--- src/rtl/ds1302_pkg.sv ---
// Shared constants for the DS1302 snapshot layout and the ASCII time-line formatter.
package ds1302_pkg;

  localparam int SEC_LSB  = 48;
  localparam int MIN_LSB  = 40;
  localparam int HOUR_LSB = 32;
  localparam int DATE_LSB = 24;
  localparam int MON_LSB  = 16;
  localparam int WDAY_LSB = 8;
  localparam int YEAR_LSB = 0;

  localparam int LINE_LEN_CRLF = 23;
  localparam int LINE_LEN_LF   = 22;

  localparam logic [4:0] IDX_CENT_HI = 5'd0;
  localparam logic [4:0] IDX_CENT_LO = 5'd1;
  localparam logic [4:0] IDX_YEAR_HI = 5'd2;
  localparam logic [4:0] IDX_YEAR_LO = 5'd3;
  localparam logic [4:0] IDX_DASH0   = 5'd4;
  localparam logic [4:0] IDX_MON_HI  = 5'd5;
  localparam logic [4:0] IDX_MON_LO  = 5'd6;
  localparam logic [4:0] IDX_DASH1   = 5'd7;
  localparam logic [4:0] IDX_DATE_HI = 5'd8;
  localparam logic [4:0] IDX_DATE_LO = 5'd9;
  localparam logic [4:0] IDX_SPACE0  = 5'd10;
  localparam logic [4:0] IDX_WDAY    = 5'd11;
  localparam logic [4:0] IDX_SPACE1  = 5'd12;
  localparam logic [4:0] IDX_HOUR_HI = 5'd13;
  localparam logic [4:0] IDX_HOUR_LO = 5'd14;
  localparam logic [4:0] IDX_COLON0  = 5'd15;
  localparam logic [4:0] IDX_MIN_HI  = 5'd16;
  localparam logic [4:0] IDX_MIN_LO  = 5'd17;
  localparam logic [4:0] IDX_COLON1  = 5'd18;
  localparam logic [4:0] IDX_SEC_HI  = 5'd19;
  localparam logic [4:0] IDX_SEC_LO  = 5'd20;
  localparam logic [4:0] IDX_EOL0    = 5'd21;
  localparam logic [4:0] IDX_EOL1    = 5'd22;

  localparam logic [7:0] ASC_ZERO  = 8'h30;
  localparam logic [7:0] ASC_DASH  = 8'h2D;
  localparam logic [7:0] ASC_COLON = 8'h3A;
  localparam logic [7:0] ASC_SPACE = 8'h20;
  localparam logic [7:0] ASC_QM    = 8'h3F;
  localparam logic [7:0] ASC_CR    = 8'h0D;
  localparam logic [7:0] ASC_LF    = 8'h0A;

  typedef enum logic {ST_IDLE, ST_SEND} fmt_state_t;

  // Only the bits that survive masking are held; clock-halt and 12/24 bits never reach the line.
  typedef struct packed {
    logic [6:0] sec;
    logic [7:0] min;
    logic [5:0] hour;
    logic [7:0] date;
    logic [7:0] month;
    logic [2:0] wday;
    logic [7:0] year;
  } snap_t;

endpackage

--- src/rtl/bcd_ascii.sv ---
// Combinational BCD nibble to ASCII digit; non-decimal nibbles become '?'.
module bcd_ascii
  import ds1302_pkg::*;
(
  input  logic [3:0] nib,
  output logic [7:0] asc
);

  assign asc = (nib > 4'd9) ? ASC_QM : (ASC_ZERO | {4'h0, nib});

endmodule

--- src/rtl/ds1302_time_fmt.sv ---
// Streams one "CCYY-MM-DD W HH:MM:SS" + EOL line per accepted DS1302 snapshot over valid/ready.
//   state   | meaning
//   IDLE    | waiting for din_vld; outputs quiet
//   SEND    | presenting byte[idx], advancing on each handshake
module ds1302_time_fmt
  import ds1302_pkg::*;
#(
  parameter int CENTURY  = 20,
  parameter bit EOL_CRLF = 1'b1
) (
  input  logic        clk,
  input  logic        rst,
  input  logic [55:0] din,
  input  logic        din_vld,
  output logic [7:0]  tx_data,
  output logic        tx_vld,
  input  logic        tx_rdy,
  output logic        busy,
  output logic        overrun
);

  localparam logic [4:0] LAST_IDX = EOL_CRLF ? 5'(LINE_LEN_CRLF - 1) : 5'(LINE_LEN_LF - 1);
  localparam logic [3:0] CENT_HI  = 4'((CENTURY / 10) % 10);
  localparam logic [3:0] CENT_LO  = 4'(CENTURY % 10);

  fmt_state_t state, state_nx;
  logic [4:0] idx, idx_nx;
  snap_t      snap, din_snap;
  logic       load, adv, vld_nx, busy_nx, ovr_nx;
  logic [3:0] nib;
  logic [7:0] nib_asc, byte_nx;
  logic       unused_din_bits;

  assign din_snap = '{
    sec:   din[SEC_LSB +: 7],
    min:   din[MIN_LSB +: 8],
    hour:  din[HOUR_LSB +: 6],
    date:  din[DATE_LSB +: 8],
    month: din[MON_LSB +: 8],
    wday:  din[WDAY_LSB +: 3],
    year:  din[YEAR_LSB +: 8]
  };
  assign unused_din_bits = ^{din[SEC_LSB + 7], din[HOUR_LSB + 7 -: 2], din[WDAY_LSB + 7 -: 5]};

  always_comb begin
    state_nx = state;
    idx_nx   = idx;
    load     = 1'b0;
    adv      = 1'b0;
    vld_nx   = tx_vld;
    busy_nx  = busy;
    ovr_nx   = 1'b0;
    case (state)
      ST_IDLE: begin
        if (din_vld) begin
          load     = 1'b1;
          adv      = 1'b1;
          idx_nx   = '0;
          vld_nx   = 1'b1;
          busy_nx  = 1'b1;
          state_nx = ST_SEND;
        end
      end
      ST_SEND: begin
        ovr_nx = din_vld;
        if (tx_vld && tx_rdy) begin
          if (idx == LAST_IDX) begin
            idx_nx   = '0;
            vld_nx   = 1'b0;
            busy_nx  = 1'b0;
            state_nx = ST_IDLE;
          end else begin
            idx_nx = idx + 5'd1;
            adv    = 1'b1;
          end
        end
      end
      default: state_nx = ST_IDLE;
    endcase
  end

  // Byte 0 is a constant, so indexing by idx_nx against the old snapshot is safe on load.
  always_comb begin
    nib = 4'h0;
    case (idx_nx)
      IDX_CENT_HI: nib = CENT_HI;
      IDX_CENT_LO: nib = CENT_LO;
      IDX_YEAR_HI: nib = snap.year[7:4];
      IDX_YEAR_LO: nib = snap.year[3:0];
      IDX_MON_HI:  nib = snap.month[7:4];
      IDX_MON_LO:  nib = snap.month[3:0];
      IDX_DATE_HI: nib = snap.date[7:4];
      IDX_DATE_LO: nib = snap.date[3:0];
      IDX_WDAY:    nib = {1'b0, snap.wday};
      IDX_HOUR_HI: nib = {2'b00, snap.hour[5:4]};
      IDX_HOUR_LO: nib = snap.hour[3:0];
      IDX_MIN_HI:  nib = snap.min[7:4];
      IDX_MIN_LO:  nib = snap.min[3:0];
      IDX_SEC_HI:  nib = {1'b0, snap.sec[6:4]};
      IDX_SEC_LO:  nib = snap.sec[3:0];
      default:     nib = 4'h0;
    endcase
  end

  bcd_ascii u_bcd_ascii (
    .nib (nib),
    .asc (nib_asc)
  );

  always_comb begin
    byte_nx = nib_asc;
    case (idx_nx)
      IDX_DASH0, IDX_DASH1:   byte_nx = ASC_DASH;
      IDX_SPACE0, IDX_SPACE1: byte_nx = ASC_SPACE;
      IDX_COLON0, IDX_COLON1: byte_nx = ASC_COLON;
      IDX_WDAY:               byte_nx = (snap.wday == 3'd0) ? ASC_QM : nib_asc;
      IDX_EOL0:               byte_nx = EOL_CRLF ? ASC_CR : ASC_LF;
      IDX_EOL1:               byte_nx = ASC_LF;
      default:                byte_nx = nib_asc;
    endcase
  end

  always_ff @(posedge clk or posedge rst) begin
    if (rst) begin
      state   <= ST_IDLE;
      idx     <= '0;
      snap    <= '0;
      tx_data <= 8'h00;
      tx_vld  <= 1'b0;
      busy    <= 1'b0;
      overrun <= 1'b0;
    end else begin
      state   <= state_nx;
      idx     <= idx_nx;
      if (load) snap <= din_snap;
      if (adv) tx_data <= byte_nx;
      tx_vld  <= vld_nx;
      busy    <= busy_nx;
      overrun <= ovr_nx;
    end
  end

endmodule

--- config.mk ---
export PLATFORM = sky130hd
export DESIGN_NAME = ds1302_time_fmt
export DESIGN_NICKNAME = d
export VERILOG_FILES = /design/src/rtl/ds1302_pkg.sv /design/src/rtl/bcd_ascii.sv /design/src/rtl/ds1302_time_fmt.sv
export SDC_FILE = /design/constraint.sdc
export NUM_CORES = 1
export LEC_CHECK = 0
export BUFFER_PORTS_ARGS = -buffer_cell sky130_fd_sc_hd__clkbuf_2
export CORE_MARGIN = 2
export CORE_UTILIZATION = 45
export CTS_CLUSTER_DIAMETER = 80
export DETAILED_ROUTE_END_ITERATION = 10
export PLACE_DENSITY = 0.7
export SYNTH_ARGS = -nofsm -noshare
export SYNTH_HDL_FRONTEND = slang
export SYNTH_SLANG_ARGS = --single-unit
--- constraint.sdc ---
create_clock -name clk -period 3 [get_ports clk]
set_input_delay 0.6 -clock clk [delete_from_list [all_inputs] [get_ports clk]]
set_output_delay 0.6 -clock clk [all_outputs]
set_load 0.01 [all_outputs]
# Word level (Yosys, flattened, before mapping)
# Cells that the tools add are included.
[classes]
bitwise_logic = 1
muxes = 20
addsub = 1
magnitude_cmp = 1
n_eq_ne = 25
n_reduce_logical = 7
[ops]
columns = ["operator", "count"]
rows = [
  ["$pmux 4 s14", 1],
  ["$pmux 8 s6", 1],
  ["$eq 5x4->1 const B", 8],
  ["$eq 5x5->1 const B", 8],
  ["$eq 5x3->1 const B", 4],
  ["$mux 5", 3],
  ["$eq 5x2->1 const B", 2],
  ["$pmux 5 s2", 1],
  ["$mux 1", 9],
  ["$mux 8", 1],
  ["$pmux 1 s2", 3],
  ["$reduce_or 2->1", 3],
  ["$add 5x1->5 const B", 1],
  ["$logic_not 5->1", 1],
  ["$gt 4x4->1 const B", 1],
  ["$mux 4", 1],
  ["$ne 2x1->1 const B", 2],
  ["$logic_not 3->1", 1],
  ["$reduce_and 3->1", 1],
  ["$ne 2x2->1 const B", 1],
  ["$logic_and 1x1->1", 1],
  ["$not 1->1", 1],
]
[word_totals]
register_bits = 64
in_bits = 60
out_inout_bits = 11
wordCells = 67

# Longest topological paths before layout
[logic_depth]
depth_word = 10
depth_mapped = 13
ltp_nobuf = 11

# Hierarchy
# From an unflattened synthesis, not the netlist that was laid out.
[hier_totals]
cells_unflattened = 388
hier_area_um2 = 3315.7
[by_module_without_submodules]
columns = ["module", "area_per_inst_um2", "instances", "seq_area_each_um2", "cells_per_inst"]
rows = [
  ["ds1302_time_fmt", 3248.1, 1, 1601.5, 377],
  ["bcd_ascii", 67.6, 1, 0.0, 11],
]

# Least setup slack after synthesis
# OpenSTA, ideal clock, no wires.
[synth_timing]
kind = "register to register"
from = "register idx[0]"
to = "register tx_data[2]"
path_slack_ns = 0.103
t_arrival_ns = 2.776
n_path_buf = 1
t_required_ns = 2.879
path_stages_with_launch = 12
path_cell_list = "dfrtp_1 inv_1 ha_1 and4b_4 or4_1 and2_1 buf_6 and4_4 a2111oi_2 nand4b_1 a211o_1 a22o_1"
[synth_via]
elab_chain_cells = 10
elab_cells_between_ends = 39
cone_classes = "add/sub (1); order compare (1); eq/ne (22); mux (11); reduce/logical (4)"
[synth_lines]
columns = ["element", "line", "text"]
rows = [
  ["start, declared", "ds1302_time_fmt.sv:27", "logic [4:0] idx, idx_nx;"],
  ["start signal, assigned", "ds1302_time_fmt.sv:134", "idx <= idx_nx;"],
  ["$add 5x1->5 / $eq 5x5->1 (equally long branches)", "ds1302_time_fmt.sv:73, ds1302_time_fmt.sv:67", ""],
  ["$mux 5", "ds1302_time_fmt.sv:67", "if (idx == LAST_IDX) begin"],
  ["$mux 5", "ds1302_time_fmt.sv:66", "if (tx_vld && tx_rdy) begin"],
  ["$pmux 5 s2", "ds1302_time_fmt.sv:53", "case (state)"],
  ["$eq 5x5->1 (tied with other cells)", "ds1302_time_fmt.sv:85", "case (idx_nx)"],
  ["$pmux 4 s14", "ds1302_time_fmt.sv:85", ""],
  ["$gt 4x4->1", "bcd_ascii.sv:9", "assign asc = (nib > 4'd9) ? ASC_QM : (ASC_ZERO | {4'h0, nib});"],
  ["$mux 4", "bcd_ascii.sv:9", ""],
  ["$mux 8", "ds1302_time_fmt.sv:116", "IDX_WDAY: byte_nx = (snap.wday == 3'd0) ? ASC_QM : nib_asc;"],
  ["$pmux 8 s6", "ds1302_time_fmt.sv:112", "case (idx_nx)"],
  ["end signal, assigned", "ds1302_time_fmt.sv:136", "if (adv) tx_data <= byte_nx;"],
  ["end, declared", "ds1302_time_fmt.sv:15", "output logic [7:0] tx_data,"],
]
# Parallel ways exist; a longest one is shown, timed or not.
# A chain may end at the register's enable or synchronous reset.

# Worst setup path in the final report
# Ends and elaborated chain as after synthesis.

==> results.yml <==
yosys:
  synth.distinct_cells: 62
  synth_compound_area_share_pct: 15.05
  ys_ff_latch: 62
  synth-edff-count: 0
  yosys-top-cells-area: "dfrtp_1 46%, nand2_1 17%, nand3_1 3.1%"
  synth_area_per_cell_um2: 8.235
  synth-async-reset-ratio_pct: 100.0
  synth_top_area_share_pct: 45.84
  postSynthCellCount: 411
  synthAdderAreaFrac_pct: 0.7394
  yosysWarnings: 0
  syn-cell-area_um2: 3384
  ys.flop_type: "dfrtp_1"
  synth_top_family_by_area: "simple AND/OR/NAND/NOR gates"
  synth_mux_area_share_pct: 1.664
  synth-xor-area-share_pct: 0
  synth-seq-area-share_pct: 45.84
  yosys.area_share.simple_pct: 31.42
  yosysTopAreaCell: "dfrtp_1"
power:
  power_leakage_nw: 2.247
  p_switching_w: 0.001970
  p_comb_share_pct: 54.8
  swShare_pct: 42.16
  power_density_nw_per_um2: 1044
  pwr-share-clk_pct: 13.8
  p_int_w: 0.002702
  power.total_w: 0.004672
  power_frac_seq_pct: 31.4
  ir_drop_mv: 0.4286
final_layout:
  fin_nets: 587
  drive_above_1_share_pct: 32.26
  antennaDiodeCount: 0
  syn_to_final_growth_pct: 32.20
  regArea_um2: 1551
  multi_input_area_um2: 1752
  final_common_cell: "nand2_1"
  layout_common_cells: "156 x nand2_1, 69 x buf_4, 62 x dfrtp_1"
  fillCellCount: 681
sta:
  period_share_pct: 97.75
  rsz0062_at_grt: "true"
  max_slew_margin_pct: 52.47
  fin_crit_ns: 2.932
  report.final.slew_viol_count: 0
  fin_tns_setup_ns: 0
  setup_slack_ns: 0.06757
  worst_slew_pin_slew_ns: 0.7075
  finalSetupViolCount: 0
  max_freq_mhz: 341.0
  hold_viol: 0
  skew_ns: 0.009193
clocking:
  cts_sinks: 62
  clk_pin_slew_ns: 0.07
  ctsHtreeMaxLevel: 3
  root_buffer: "clkbuf_8"
  cts_tree: "yes"
  clock_path_buffers: 2
  numCtsBuffers: 9
  ctsHoldBuffers: 0
  clk_latency_ns: 0.34
route:
  drtIter0Drc: 211
  vias: 3439
  via_per_inst: 5.467
  drt-total-wl_um: 9739
  route.antenna.remaining_nets: 0
  drc: 0
  firstDrtPassIters: 5
  post_drt_wl_per_cell_um: 15.48
critical_path:
  max_stage_delay_ns: 0.50
  critPathKind: "register to register"
  arrival_ns: 3.16
  crit_cells: 11
  critPathBufInv: 2
  required_ns: 3.23
  cp_top_family: "simple AND/OR/NAND/NOR gates"
  crit_chain: "inv_1 -> ha_2 -> and4b_4 -> or4_4 -> and2_4 -> buf_4 -> mux2_4 -> a221oi_2 -> nand4_1 -> a211o_1 -> a22o_1"
  end_kind: "register"
  cp-start-kind: "register"
  crit_fanout: 6
  reg2regPathDepth: 11
  crit_path_top_delay_cell: "or4_4"
global_routing:
  grt_pass1_wl_um: 16260
  overflow: 0
  grt_pass1_vias: 3313
  grt_max_degree: 50
  antenna_found_initial: 0
  grt.total_usage_pct: 24.73
die:
  rows: 31
  ioPinCount: 71
  core-area_um2: 7253
  start_util_pct: 46.66
  die_w_um: 90.73
  die_h_um: 90.73
  die-area_um2: 8231
place:
  gp_routability_congestion: 0.8953
  place_hpwl_um: 7268
  place.port_buffers: 60
  pre_cts_slack_ns: -0.1361
run:
  cap_violations: 0
outcome:
  outcome: "finished, final reports clean"
worst_hold_path:
  hold_path_class: "input port to async pin"
[power by group through the flow]
stage	Combinational (W)	Sequential, W	Clock, W
after floorplan	0.00141	0.00140	0
after global placement	0.00232	0.00147	0
after detailed placement	0.00236	0.00147	0
after CTS	0.00243	0.00146	0.000656
after global routing	0.00281	0.00150	0.000698
final	0.00256	0.00147	0.000645
[synth_stat cells (4+ instances only)]
cell type and count:
nand2_1 156, dfrtp_1 62, nand3_1 21, clkbuf_1 15, nor3_1 14, a21oi_1 12
o21ai_0 12, a211oi_1 6, and3_1 6, nand4_1 6, nor2_1 6, inv_1 5
o211ai_1 5, buf_2 4, buf_4 4, nand4b_1 4
[per-stage QoR]
step | cells | cell area (um2) | util, % | hold slack, ns
after floorplan | 412 | 3388 | - | 0.4374
after global placement | 609 | 4188 | 57.74 | 0.4603
after detailed placement | 609 | 4188 | 57.74 | 0.4618
after CTS | 626 | 4389 | 60.51 | 0.3369
after global routing | 629 | 4474 | 61.69 | 0.3792
final | 629 | 4474 | 61.69 | 0.3246
[layout make-up]
class / instances / area share, %
Multi-Input combinational cell: 313 / 39.15
Sequential cell: 62 / 34.68
Timing Repair Buffer: 130 / 18.74
Clock buffer: 12 / 3.244
Tap cell: 99 / 2.768
Inverter: 9 / 0.9228
Clock inverter: 4 / 0.5034
[sequential cells by signal, summed over array words and instances, names as in the netlist]
signal,count
busy,1
idx,5
overrun,1
snap,48
state,1
tx_data,6
[path summary, 6_finish.rpt]
check / from / end / slack, ns
min in group clk: din[46] / snap[39]$_DFFE_PP0P_ / 0.44
max: idx[0]$_DFF_PP0_ / tx_data[2]$_DFFE_PP0P_ / 0.07
min reg2reg: snap[45]$_DFFE_PP0P_ / snap[45]$_DFFE_PP0P_ / 0.48
min: rst / snap[46]$_DFFE_PP0P_ / 0.32
max in group asynchronous: rst / tx_data[2]$_DFFE_PP0P_ / 2.07
max reg2reg: idx[0]$_DFF_PP0_ / tx_data[2]$_DFFE_PP0P_ / 0.07
[per-layer routing]
layer  track usage, %  part of all wire (%)  up-vias
met5                0                     0        -
met4            10.00                   2.7        0
met3            3.840                   6.0       20
met2            39.30                    47      138
met1            33.84                    45     1609
li1                 -                     -     1672
[kinds of logic after synthesis]
| logic type | after synthesis |
|---|---|
| flops | 62 |
| mux | 5 |
| simple gates | 234 |
| fa+ha+maj | 2 |
| buf+inv | 37 |
| other cells | 1 |
| compound gates | 70 |
[what timing repair did]
item	4_1_cts	5_1_grt
endpoints found under the setup margin	2	4
pin swaps	2	5
buffers inserted	1	3
gates resized for setup	7	15
[worst register-to-register path, stage by stage, from the launching register on]
cell	delay [ns]
dfrtp_1	0.34
inv_1	0.06
ha_2	0.20
and4b_4	0.18
or4_4	0.50
and2_4	0.21
buf_4	0.15
mux2_4	0.29
a221oi_2	0.20
nand4_1	0.16
a211o_1	0.33
a22o_1	0.19
Power figures use the tool's default switching activity.
